`config.mk`:
```
export PLATFORM = sky130hd
export DESIGN_NAME = accum_rr_sched
export DESIGN_NICKNAME = d
export VERILOG_FILES = /design/src/rtl/accum_rr_sched_pkg.sv /design/src/rtl/accum_rr_sched_add_core.sv /design/src/rtl/accum_rr_sched.sv
export SDC_FILE = /design/constraint.sdc
export NUM_CORES = 1
export LEC_CHECK = 0
export ABC_AREA = 1
export CORE_MARGIN = 4
export CORE_UTILIZATION = 46
export CTS_CLUSTER_DIAMETER = 50
export DETAILED_ROUTE_END_ITERATION = 12
export PLACE_DENSITY = 0.87
export SLEW_MARGIN = 10
export SYNTH_ARGS = -nofsm -noshare
export SYNTH_HDL_FRONTEND = slang
export SYNTH_SLANG_ARGS = --single-unit
```
`constraint.sdc`:
```
create_clock -name clk -period 1.9 [get_ports clk]
set_input_delay 0.285 -clock clk [delete_from_list [all_inputs] [get_ports clk]]
set_output_delay 0.285 -clock clk [all_outputs]
set_load 0.005 [all_outputs]
```
`src/rtl/accum_rr_sched_pkg.sv`:
```
// Shared constants for the round-robin accumulator scheduler.
// Latency: n/a (types and constants only).
// Backpressure: n/a.
package accum_rr_sched_pkg;

  // Number of requesters sharing the accumulator
  localparam int REQ_N = 2;

  // Scheduler FSM encoding
  typedef enum logic [1:0] {
    ST_IDLE = 2'd0,
    ST_ACC  = 2'd1,
    ST_DONE = 2'd2
  } state_t;

endpackage

```
`src/rtl/accum_rr_sched_add_core.sv`:
```
// N-bit adder with unsigned carry-out and signed two's-complement overflow detect.
// Latency: combinational, zero cycles.
// Backpressure: none, pure function of its inputs.
module accum_add_core #(
  parameter int N = 8
) (
  input  logic [N-1:0] a,
  input  logic [N-1:0] b,
  output logic [N-1:0] sum,
  output logic         carry,
  output logic         ovf
);

  logic [N:0] full;

  // Widen by one bit so the carry-out falls out of the add directly
  always_comb begin
    full  = {1'b0, a} + {1'b0, b};
    sum   = full[N-1:0];
    carry = full[N];
    // Overflow: operands share a sign and the result sign differs from it
    ovf   = (a[N-1] == b[N-1]) && (full[N-1] != a[N-1]);
  end

endmodule

```
`src/rtl/accum_rr_sched.sv`:
```
// Round-robin scheduler granting one shared accumulator to one of two requesters per burst.
// Latency: grant 1 cycle after request; res_valid on the 2nd rising edge after the last beat.
// Backpressure: beats are only taken from the granted requester when its dvalid is high; others are ignored.
module accum_rr_sched
  import accum_rr_sched_pkg::*;
#(
  parameter int N         = 8,
  parameter int MAX_BEATS = 16,
  parameter int CW        = 5
) (
  input  logic             clk,
  input  logic             aclr,
  input  logic [REQ_N-1:0] req,
  input  logic [N-1:0]     din0,
  input  logic [N-1:0]     din1,
  input  logic [REQ_N-1:0] dvalid,
  input  logic [REQ_N-1:0] dlast,
  output logic [REQ_N-1:0] gnt,
  output logic [N-1:0]     res,
  output logic             res_carry,
  output logic             res_ovf,
  output logic             res_id,
  output logic             res_valid,
  output logic             busy
);

  state_t         state;
  logic [N-1:0]   acc;
  logic           carry_q;
  logic           ovf_q;
  logic [CW-1:0]  cnt;
  logic           ptr;
  logic           gid;

  logic [N-1:0]   din_g;
  logic           dv_g;
  logic           dl_g;
  logic           rq_g;
  logic           last_beat;
  logic           sel;
  logic [N-1:0]   add_sum;
  logic           add_c;
  logic           add_v;

  // Steer the granted requester's signals and pick the next winner
  always_comb begin
    din_g     = gid ? din1 : din0;
    dv_g      = dvalid[gid];
    dl_g      = dlast[gid];
    rq_g      = req[gid];
    // The beat that fills the burst to MAX_BEATS closes it even without dlast
    last_beat = dl_g || (cnt == CW'(MAX_BEATS - 1));
    // Pointed requester wins if it asks, otherwise the other one
    sel       = req[ptr] ? ptr : ~ptr;
  end

  accum_add_core #(.N(N)) u_add (
    .a     (acc),
    .b     (din_g),
    .sum   (add_sum),
    .carry (add_c),
    .ovf   (add_v)
  );

  assign busy = (state != ST_IDLE);

  // Scheduler FSM with accumulator, sticky flags, beat counter and result registers
  always_ff @(posedge clk or posedge aclr) begin
    if (aclr) begin
      state     <= ST_IDLE;
      acc       <= '0;
      carry_q   <= 1'b0;
      ovf_q     <= 1'b0;
      cnt       <= '0;
      ptr       <= 1'b0;
      gid       <= 1'b0;
      gnt       <= '0;
      res       <= '0;
      res_carry <= 1'b0;
      res_ovf   <= 1'b0;
      res_id    <= 1'b0;
      res_valid <= 1'b0;
    end else begin
      res_valid <= 1'b0;
      case (state)
        ST_IDLE: begin
          if (req != '0) begin
            gid     <= sel;
            gnt     <= {sel, ~sel};
            acc     <= '0;
            carry_q <= 1'b0;
            ovf_q   <= 1'b0;
            cnt     <= '0;
            state   <= ST_ACC;
          end
        end
        ST_ACC: begin
          // A dropped request wins over any beat presented in the same cycle
          if (!rq_g) begin
            gnt   <= '0;
            ptr   <= ~gid;
            state <= ST_IDLE;
          end else if (dv_g) begin
            acc     <= add_sum;
            carry_q <= carry_q | add_c;
            ovf_q   <= ovf_q | add_v;
            cnt     <= cnt + CW'(1);
            if (last_beat) begin
              gnt   <= '0;
              state <= ST_DONE;
            end
          end
        end
        ST_DONE: begin
          res_valid <= 1'b1;
          res       <= acc;
          res_carry <= carry_q;
          res_ovf   <= ovf_q;
          res_id    <= gid;
          ptr       <= ~gid;
          state     <= ST_IDLE;
        end
        default: begin
          gnt   <= '0;
          state <= ST_IDLE;
        end
      endcase
    end
  end

endmodule

```
== Word level (Yosys, flattened, before mapping) ==
Cells that the tools add are included.

* Flip-flop bits (word level): 33
* Output and inout bits: 15
* Input port bits: 24

* Muxes and demuxes: 38
* Add/sub/neg operators: 2
* Reductions and logical operators: 12
* Bitwise logic cells: 6
* Magnitude comparators: 2
* Eq/ne operators: 11

{| class="wikitable"
|+ Operators with widths
! cell !! number
|-
| $mux 8 || 4
|-
| $mux 1 || 16
|-
| $mux 2 || 8
|-
| $pmux 8 s2 || 1
|-
| $mux 5 || 3
|-
| $pmux 5 s2 || 1
|-
| $add 8x8->9 || 1
|-
| $ne 2x2->1 const B || 4
|-
| $reduce_and 4->1 || 2
|-
| $reduce_bool 2->1 || 4
|-
| $ne 3x3->1 const B || 2
|-
| $pmux 1 s2 || 3
|-
| $pmux 2 s3 || 1
|-
| $add 5x1->5 const B || 1
|-
| $eq 5x4->1 const B || 1
|-
| $lt 1x2->1 const B || 2
|-
| $not 1->1 || 4
|-
| $pmux 2 s2 || 1
|-
| $reduce_and 2->1 || 2
|-
| $reduce_and 3->1 || 1
|-
| $eq 2x1->1 const B || 1
|-
| $eq 2x2->1 const B || 1
|-
| $logic_not 2->1 || 1
|-
| $or 1x1->1 || 2
|-
| other kinds (4) || 4
|}

== Depth between registers and ports, before layout ==
Gate-level depths: netlist of run 1.

* Depth in word-level cells: 8
* Mapped depth: 13

== Cells and area by module ==
Synthesis of run 1 repeated with hierarchy kept, for this count alone.

* Cell total of the unflattened synthesis: 277
* Area total of the unflattened synthesis: 2,072.0 um2

{| class="wikitable"
|+ Modules (own cells, without submodules)
! module !! seq. area each (um2) !! cells an instance !! instances !! area each (um2)
|-
| accum_rr_sched || 825.8 || 219 || 1 || 1,690.4
|-
| accum_add_core || 0.0 || 58 || 1 || 381.6
|}

== Least setup slack after synthesis of run 1 ==
No wires, ideal clock.

* Path kind: reg-to-reg
* From: register gid
* To: register acc[6]
* Clock period less this slack: 1,935 ps
* Arrival time: 1,870 ps
* Path slack: -35 ps
* Stages on the path, launching flop included: 14
* Setup time: 65 ps
* Cell sequence: dfrtp_1 inv_2 clkbuf_1 nand2_1 nand2_1 ha_1 fa_1 nand3_1 nand2_1 a21oi_1 nor2_1 nor2_2 nand2_1 nand2_1

* Longest elaborated chain between the ends: 5
* Elaborated cells on any way between the ends: 12

{| class="wikitable"
|+ Ends and longest elaborated chain
! what !! RTL line !! RTL
|-
| start, declared || accum_rr_sched.sv:33 || <nowiki>logic gid;</nowiki>
|-
| start signal, assigned || accum_rr_sched.sv:88 || <nowiki>gid <= sel;</nowiki>
|-
| $mux 8 || accum_rr_sched.sv:47 || <nowiki>din_g = gid ? din1 : din0;</nowiki>
|-
| $add 8x8->9 || accum_rr_sched_add_core.sv:18 || <nowiki>full = {1'b0, a} + {1'b0, b};</nowiki>
|-
| $mux 8 || accum_rr_sched.sv:103 || <nowiki>end else if (dv_g) begin</nowiki>
|-
| $mux 8 || accum_rr_sched.sv:99 || <nowiki>if (!rq_g) begin</nowiki>
|-
| $pmux 8 s2 || accum_rr_sched.sv:85 || <nowiki>case (state)</nowiki>
|-
| end signal, assigned || accum_rr_sched.sv:104 || <nowiki>acc <= add_sum;</nowiki>
|-
| end, declared || accum_rr_sched.sv:28 || <nowiki>logic [N-1:0] acc;</nowiki>
|}

Parallel ways exist; a longest one is shown, timed or not. The select of a mux whose other input is x is not followed.
A chain may end at the register's enable or synchronous reset.

== Worst setup path in the final report of run 1 ==
Ends and elaborated chain as after synthesis.

==> flow_metrics.tcl, run 1 <==
set metrics [dict create \
    outcome "finished with violations" \
    violations "setup timing" \
    period_minus_slack_ns 1.92 \
    hp-class "in -> async" \
    synth-async-reset-ratio 1.00 \
    die_area_sq_um 5150 \
    ios 39 \
    finalSetupViolations 2 \
    cts_made_buffers 5 \
    place_inst 330 \
    fmax_mhz 520 \
    diodes 0 \
    yosys_warnings 0 \
    antenna_found_initial 0 \
    nNetsFinal 325 \
    syn-num-nets 273 \
    final.setup.worst_slack_ns -0.0228 \
    synth_ff_type "dfrtp_1" \
    routed-via-count 1755 \
    clock_path_buffers 2 \
    postRouteAntennaNets 0 \
    place_hpwl_um 3240 \
    finalNonFillerCells 339 \
    seq_area_frac_synth 0.442 \
    crit_slowest_cell "dfrtp_2" \
    root_buffer "clkbuf_8" \
    cap_viol_max_count 0 \
    worst-path-max-fanout 5 \
    drc_errors 0 \
    htree_levels 2 \
    whs_ns 0.398 \
    grt_pass1_vias 1529 \
    die_h_um 71.7 \
    finalWeightedCongestion 0.924 \
    peakVddDrop_mv 0.666 \
    total_power_mw 4.12 \
    finalHoldViolCount 0 \
    dr.pass1.iters 4 \
    drt_wl_total_um 4790 \
    cts_hold_buffers 0 \
    syn_area_sq_um 1870 \
    core_area_sq_um 3800 \
    postSynthCellCount 238 \
    crit_type "reg -> reg" \
    viasPerCell 5.18 \
    ys_top_cells_by_area "dfrtp_1 44%, nand2_1 18%, ha_1 6.7%" \
    routed.top_layer "met4" \
    crit_top_cell "nand2_1" \
    synth_edf_count 0 \
    clk_latency_ns 0.29 \
    maxSlewHeadroom 0.666 \
    placed_area_sq_um 2370 \
    avgSynthCellArea_sq_um 7.85 \
    critical_path.cell_chain "buf_6 > nand2_1 > nand2_1 > ha_4 > inv_1 > o21bai_1 > a21oi_2 > nor2_1 > nor2_2 > nand2_1 > nand2_1" \
    io_buffers 38 \
    fin_area_sq_um 2660 \
    ys_seq_elements 33 \
    first_iter_violations 117 \
    required_ns 2.08 \
    wl_per_cell_um 14.1 \
    grt_max_degree 34 \
    grt_overflow_total 0 \
    dpl_worst_slack_ns -0.188 \
    startpoint_type "flop" \
    fin_crit_sh 1.01 \
    synth_cell_types 29 \
    synth.most_common_cell "nand2_1" \
    yosysTopAreaCell "dfrtp_1" \
    drive_gt1_frac 0.199 \
    grt_pass1_wl_um 6870 \
    wl_met3_um 240 \
    cts.sinks 33 \
    synth_commonest_cells "88 x nand2_1, 33 x dfrtp_1, 28 x inv_1, 16 x o21ai_0" \
    cp_slowest_stage_delay_ns 0.49 \
    slew_viol_final 0 \
    placementRows 22 \
    finClkSkew_ns 0.00701 \
    crit_arrival_ns 2.10 \
    die_w_um 71.7 \
    area_growth_pct 42.0 \
    p_leak_nw 1.29 \
    track_usage 0.172 \
    synth_top_area_frac 0.442 \
    tightest_slew_ns 0.500 \
    cts_tree "yes" \
    path_clk_slew_ns 0.07 \
    wl_met2_um 2280 \
    wl_met1_um 2150 \
    critical-path-top-delay-family "flip-flops" \
    critPathBufInv 2 \
    p_per_area_nw_per_um2 1550 \
    start_util 0.492 \
    end_kind "flop" \
]
==> logic make-up after synthesis <==
family | synth area share
flip-flops | 0.442
AND/OR/NAND/NOR | 0.266
multiplexers | 0.00535
XOR/XNOR | 0.0234
buffers and inverters | 0.0783
adder cells (fa/ha/maj) | 0.0776
AO/OA/AOI/OAI | 0.108
==> stage by stage <==
step,util,setup TNS (ns)
after floorplan,-,0
after global placement,0.624,-0.168
after detailed placement,0.624,-0.471
after CTS,0.659,0
after global routing,0.699,-0.123
final,0.699,-0.0260
==> repair_timing <==
item                                    CTS  global route
endpoints found under the setup margin    6             5
resized for setup                         4            31
buffers inserted                          1             1
pin swaps                                 0            10
==> tightest hold or removal path, delay by kind of cell <==
kind	cells	cell delay, ns
buf+inv	3	0.82
==> registers in the layout, summed over array words and instances (netlist names) <==
| name | cells |
|---|---|
| gnt | 2 |
| res_id | 1 |
| res_valid | 1 |
| gid | 1 |
| res_carry | 1 |
| acc | 8 |
| res_ovf | 1 |
| carry_q | 1 |
| res | 8 |
| ovf_q | 1 |
| cnt | 5 |
| ptr | 1 |
| state | 2 |
==> per-layer routing <==
metal	track usage	up-vias
met5	0	-
met4	0.0835	0
met3	0.0435	9
met2	0.254	48
met1	0.235	842
li1	-	856
==> cell type report <==
cell class | count | area, sq um
sequential | 33 | 827
clock buffer | 7 | 86.3
timing repair buffer | 49 | 470
fill | 274 | 1140
clock inverter | 1 | 30.0
multi-input combinational | 169 | 1050
tap | 48 | 60.1
inverter | 32 | 135
==> power by group <==
part           internal (mW)  switching (mW)  total (mW)
registers              0.937           0.205        1.14
logic                   1.03            1.27        2.29
clock network          0.427           0.260       0.687
==> layout by cell type (no fill, tap or decap), types with 4 or more instances in the layout <==
master,netlist,layout
a21oi_1,8,6
buf_4,0,9
clkbuf_8,0,6
clkdlybuf4s50_1,0,38
dfrtp_1,33,32
ha_4,0,6
inv_1,28,27
nand2_1,88,77
nand2_2,2,12
nand3_1,10,8
nor2_1,8,7
o21ai_0,16,16
o22ai_1,4,4
==> worst paths after layout <==
path / slack [ns] / startpoint / cells after the start / to
min: 0.40 / aclr / 3 / acc[4]
max reg2reg: -0.02 / gid / 11 / acc[6]
min in group clk: 0.48 / res[5] / 2 / res[5]
max: -0.02 / gid / 11 / acc[6]
max in group asynchronous: 1.18 / aclr / 3 / gid
min reg2reg: 0.48 / res[5] / 2 / res[5]
No activity file was read; power rests on OpenSTA's default activity.
==> inputs of run 2 (changes only) <==
==> constraint.sdc (replaced) <==
create_clock -name clk -period 1.9 [get_ports clk]
set_input_delay 0.19 -clock clk [delete_from_list [all_inputs] [get_ports clk]]
set_output_delay 0.19 -clock clk [all_outputs]
set_load 0.005 [all_outputs]
==> run 2 against run 1 <==
Clock power decreased by 24%. Sequential cell count is the same. Combinational power decreased by 6%. The run now ends clean. Wire length decreased by 3.1%. Critical path type unchanged. Register-to-register slack improved by 0.07 ns. First-iteration DRC count grew 2.6%. Via count is 1.3% lower. Hold slack worse by 0.12 ns. Critical endpoint unchanged. Clock-buffer cell count decreased by 1. Maximum frequency rose by 4.0%. Largest cell class unchanged. Non-clock buffer count fell by 3.
==> flow_metrics.tcl, run 2 (synthesized netlist as in run 1, its figures left out) <==
set metrics [dict create \
    finalWeightedCongestion 0.921 \
    fin_tns_setup_ns 0 \
    cts_tree "yes" \
    crit_top_cell "nand2_1" \
    placed_area_sq_um 2350 \
    die_h_um 71.7 \
    drc_errors 0 \
    mostFrequentLayoutCell "nand2_1" \
    largestRegisters "acc: 8 flops, res: 8 flops, cnt: 5 flops" \
    nNetsFinal 322 \
    finalHoldViolCount 0 \
    cap_viol_max_count 0 \
    place_hpwl_um 3080 \
    track_usage 0.178 \
    ios 39 \
    period_minus_slack_ns 1.85 \
    die_w_um 71.7 \
    clock_path_buffers 2 \
    p_per_area_nw_per_um2 1490 \
    drive_gt1_frac 0.163 \
    critical-path-top-delay-family "simple AND/OR/NAND/NOR gates" \
    fmax_mhz 541 \
    clk_latency_ns 0.29 \
    total_power_mw 3.81 \
    routed-via-count 1733 \
    antenna_found_initial 0 \
    p_leak_nw 1.25 \
    cp_slowest_stage_delay_ns 0.45 \
    finalSetupViolations 0 \
    cts.sinks 33 \
    mostFrequentLayoutCells "82 x nand2_1, 38 x clkdlybuf4s50_1, 32 x dfrtp_1" \
    slew_viol_final 0 \
    final.setup.worst_slack_ns 0.0511 \
    worst-path-max-fanout 10 \
    area_growth_pct 36.6 \
    viasPerCell 5.16 \
    path_clk_slew_ns 0.07 \
    wl_per_cell_um 13.8 \
    grt_pass1_wl_um 7180 \
    required_ns 2.13 \
    crit_type "reg -> reg" \
    peakVddDrop_mv 0.617 \
    crit_slowest_cell "dfrtp_2" \
    io_buffers 38 \
    hp-class "in -> async" \
    fin_area_sq_um 2550 \
    die_area_sq_um 5150 \
    outcome "completed" \
    grt_max_degree 34 \
    finClkSkew_ns 0.00923 \
    postRouteAntennaNets 0 \
    drt_wl_total_um 4640 \
    dpl_worst_slack_ns -0.0366 \
    first_iter_violations 120 \
    htree_levels 2 \
    end_kind "flop" \
    nFillCells 301 \
    root_buffer "clkbuf_8" \
    cts_made_buffers 5 \
    rsz0062_at_grt "yes" \
    placementRows 22 \
    grt_pass1_vias 1578 \
    crit_arrival_ns 2.08 \
    grt_overflow_total 0 \
    fin_crit_sh 0.973 \
    maxSlewHeadroom 0.730 \
    diodes 0 \
    start_util 0.492 \
    tightest_slew_ns 0.405 \
    critPathBufInv 1 \
    startpoint_type "flop" \
    core_area_sq_um 3800 \
    dr.pass1.iters 4 \
    utilization 0.672 \
    critical_path.cell_chain "inv_6 > nand2_1 > nand2_1 > ha_2 > fa_2 > nand3_1 > nand2_2 > a21oi_2 > nor2_1 > nor2_2 > nand2_1 > nand2_1" \
    cts_setup_buffers 0 \
]
## run 2: changes by cell type in the layout (fill, tap and decap cells not counted), sizes merged
cell / change
clkbuf: -1
bufinv: -1
buf: -3
clkinv: +2
## run 2: routing by layer
layer  wire [um]  vias to the layer above  GRT usage
li1            -                      856          -
met1        2040                      797      0.238
met2        2200                       67      0.274
met3         252                       13     0.0295
met4         153                        0     0.0939
met5           0                        -          0
## run 2: final timing paths
kind	end	slack [ns]	cells after the start	start
max	acc[6]	0.05	12	gid
min	acc[0]	0.28	3	aclr
max reg2reg	acc[6]	0.05	12	gid
min reg2reg	res[6]	0.48	2	res[6]
max in group asynchronous	gid	1.31	3	aclr
min in group clk	res[6]	0.48	2	res[6]
## run 2: through the flow
stage | hold WS [ns] | std cells
after floorplan | 0.319 | 238
after global placement | 0.458 | 328
after detailed placement | 0.465 | 328
after CTS | 0.294 | 336
after global routing | 0.348 | 336
final | 0.278 | 336
## run 2: layout make-up
cell class | instances | area, sq um | share of cell area
Multi-Input combinational cell | 169 | 1010 | 0.394
Inverter | 32 | 133 | 0.0519
Clock inverter | 2 | 10.0 | 0.00392
Timing Repair Buffer | 46 | 444 | 0.174
Clock buffer | 6 | 72.6 | 0.0284
Sequential cell | 33 | 827 | 0.324
Tap cell | 48 | 60.1 | 0.0235
## run 2: report_power, final
group / leakage (nW) / internal (mW) / switching (mW)
Combinational: 0.775 / 0.953 / 1.20
Clock: 0.0450 / 0.254 / 0.269
Sequential: 0.435 / 0.936 / 0.196
## run 2: worst reg2reg max path, stage by stage (launching register included)
cell and delay, ns:
dfrtp_2 0.45, inv_6 0.07, nand2_1 0.07, nand2_1 0.06
ha_2 0.19, fa_2 0.34, nand3_1 0.09, nand2_2 0.09
a21oi_2 0.17, nor2_1 0.07, nor2_2 0.08, nand2_1 0.06
nand2_1 0.05
## run 2: repair_timing
| action | in CTS | in global routing |
|---|---|---|
| resized for setup | 3 | 18 |
| hold endpoints to repair | 0 | 0 |
| pin swaps | 0 | 2 |
| hold buffers | 0 | 0 |
| endpoints found under the setup margin | 1 | 6 |
==> inputs of run 3 (changes only) <==
--- a/config.mk
+++ b/config.mk
@@ -6,12 +6,13 @@
 export NUM_CORES = 1
 export LEC_CHECK = 0
 export ABC_AREA = 1
+export CELL_PAD_IN_SITES_DETAIL_PLACEMENT = 0
+export CELL_PAD_IN_SITES_GLOBAL_PLACEMENT = 2
 export CORE_MARGIN = 4
-export CORE_UTILIZATION = 46
+export CORE_UTILIZATION = 26
 export CTS_CLUSTER_DIAMETER = 50
 export DETAILED_ROUTE_END_ITERATION = 12
-export PLACE_DENSITY = 0.87
-export SLEW_MARGIN = 10
+export PLACE_DENSITY = 0.86
 export SYNTH_ARGS = -nofsm -noshare
 export SYNTH_HDL_FRONTEND = slang
 export SYNTH_SLANG_ARGS = --single-unit
==> run 3 against run 2 <==
Clock power is 29% higher. First-iteration DRC count decreased by 55%. Sequential cell count did not move. Register-to-register slack about the same. Critical path depth unchanged. Wire length is 4.2% lower. Worst setup slack improved by 0.0029 ns. Non-clock buffer count is 6 higher. Via count shrank 5.4%. Clock-buffer cell count increased by 1. Final area up 5.5%. Critical path type unchanged.
==> flow_metrics.tcl, run 3 (synthesized netlist as in run 1, its figures left out) <==
set metrics [dict create \
    total_power_mw 4.00 \
    slew_viol_final 0 \
    cap_viol_max_count 0 \
    dr.pass1.iters 4 \
    grt_pass1_wl_um 7520 \
    drt_wl_total_um 4440 \
    postRouteAntennaNets 0 \
    cts_tree "yes" \
    root_buffer "clkbuf_8" \
    grt_max_degree 34 \
    cp_slowest_stage_delay_ns 0.45 \
    fmax_mhz 542 \
    fin_crit_sh 0.972 \
    crit_slowest_cell "dfrtp_2" \
    cts.sinks 33 \
    routed-via-count 1639 \
    timing.rr.end "acc[6]" \
    critPathBufInv 1 \
    swShare 0.402 \
    nNetsFinal 328 \
    tightest_slew_ns 0.551 \
    p_per_area_nw_per_um2 1490 \
    antenna_found_initial 0 \
    finalHoldViolCount 0 \
    fin_area_sq_um 2690 \
    maxSlewHeadroom 0.632 \
    p_switching_mw 1.61 \
    viasPerCell 4.20 \
    fin_tns_setup_ns 0 \
    clock_path_buffers 2 \
    worst-path-max-fanout 4 \
    period_minus_slack_ns 1.85 \
    wl_met2_um 1920 \
    crit_arrival_ns 2.07 \
    wl_met1_um 2300 \
    multi_input_area_sq_um 1000 \
    rsz0062_at_grt "yes" \
    mostFrequentLayoutCell "nand2_1" \
    io_buffers 38 \
    p_clk_frac 0.169 \
    wl_per_cell_um 11.4 \
    critical_path.cell_chain "buf_4 > nand2_1 > nand2_2 > ha_4 > fa_2 > nand3_2 > nand2_2 > a21oi_2 > nor2_1 > nor2_2 > nand2_1 > nand2_1" \
    area.sequential_sq_um 827 \
    core_area_sq_um 6910 \
    peakVddDrop_mv 0.340 \
    finalWeightedCongestion 0.763 \
    largestRegisters "acc: 8 flops, res: 8 flops, cnt: 5 flops" \
    cts_made_buffers 5 \
    clk_latency_ns 0.28 \
    drc_errors 0 \
    p_seq_frac 0.280 \
    drive_gt1_frac 0.177 \
    comb_power_share 0.551 \
    timing.rr.start "gid" \
    mostFrequentLayoutCells "85 x nand2_1, 38 x clkdlybuf4s50_1, 32 x dfrtp_1" \
    startpoint_type "flop" \
    place_hpwl_um 3460 \
    outcome "completed" \
    ios 39 \
    grt_pass1_vias 1589 \
    track_usage 0.112 \
    start_util 0.271 \
    routed.top_layer "met4" \
    end_kind "flop" \
    area_growth_pct 44.1 \
    path_clk_slew_ns 0.07 \
    placementRows 30 \
    hp-class "in -> async" \
    ff2ff_path_depth 12 \
    diodes 0 \
    finalSetupViolations 0 \
    critical-path-top-delay-family "adder cells" \
    nFillCells 737 \
    p_leak_nw 1.31 \
    wl_met3_um 163 \
    grt_overflow_total 0 \
    crit_top_cell "nand2_1" \
    finClkSkew_ns 0.00295 \
    required_ns 2.12 \
    crit_type "reg -> reg" \
    placed_area_sq_um 2440 \
    die_w_um 92.8 \
    die_h_um 92.8 \
    rrSetupSlack_ns 0.05 \
    die_area_sq_um 8610 \
    first_iter_violations 54 \
    htree_levels 2 \
    internal-power_mw 2.39 \
]
run 3: cell types whose count changed in the layout (fill, tap and decap cells not counted), sizes merged:
cell,delta
buf,+6
bufinv,+1
clkbuf,+1
clkinv,-2
run 3: tightest hold or removal path, cell delays in order:
cell and delay, ns:
clkdlybuf4s50_1 0.40, inv_1 0.06, buf_4 0.36
run 3: cell type report:
cell class / instances / share of cell area
multi-input combinational: 169 / 0.372
sequential: 33 / 0.307
timing repair buffer: 52 / 0.185
inverter: 32 / 0.0483
tap: 96 / 0.0446
clock buffer: 7 / 0.0320
clock inverter: 1 / 0.0111
run 3: worst max-delay path by stage:
stage / from / to / depth (start not counted)
4_1_cts: gid / acc[6] / 12
3_3_place_gp: gid / acc[7] / 12
5_1_grt: gid / acc[6] / 12
2_1_floorplan: gid / acc[6] / 13
6_report: gid / acc[6] / 12
3_5_place_dp: din1[0] / acc[6] / 12
run 3: power by group through the flow:
stage                     registers [mW]  logic [mW]  clock network (mW)
after floorplan                     1.09        1.26                   0
after global placement              1.11        2.01                   0
after detailed placement            1.12        2.01                   0
after CTS                           1.11        2.09               0.694
after global routing                1.16        2.51               0.729
final                               1.12        2.20               0.676
run 3: layer usage:
| metal | track usage | up-vias |
|---|---|---|
| met1 | 0.156 | 730 |
| met3 | 0.0219 | 6 |
| met2 | 0.170 | 36 |
| met5 | 0 | - |
| met4 | 0.0440 | 0 |
| li1 | - | 867 |
run 3: per-stage QoR:
step                hold WS (ns)  std cells   util  setup WS [ns]
floorplan                  0.319        238      -         0.0180
detailed placement         0.474        380  0.354        -0.0678
global route               0.362        390  0.390         -0.100
finish                     0.308        390  0.390         0.0541
CTS                        0.321        390  0.376         0.0121
global placement           0.468        380  0.354        -0.0583
run 3: what timing repair did:
item,CTS,global route
pin swaps,0,5
hold buffers,0,0
resized for setup,3,19
buffers inserted,2,0
endpoints found under the setup margin,5,6
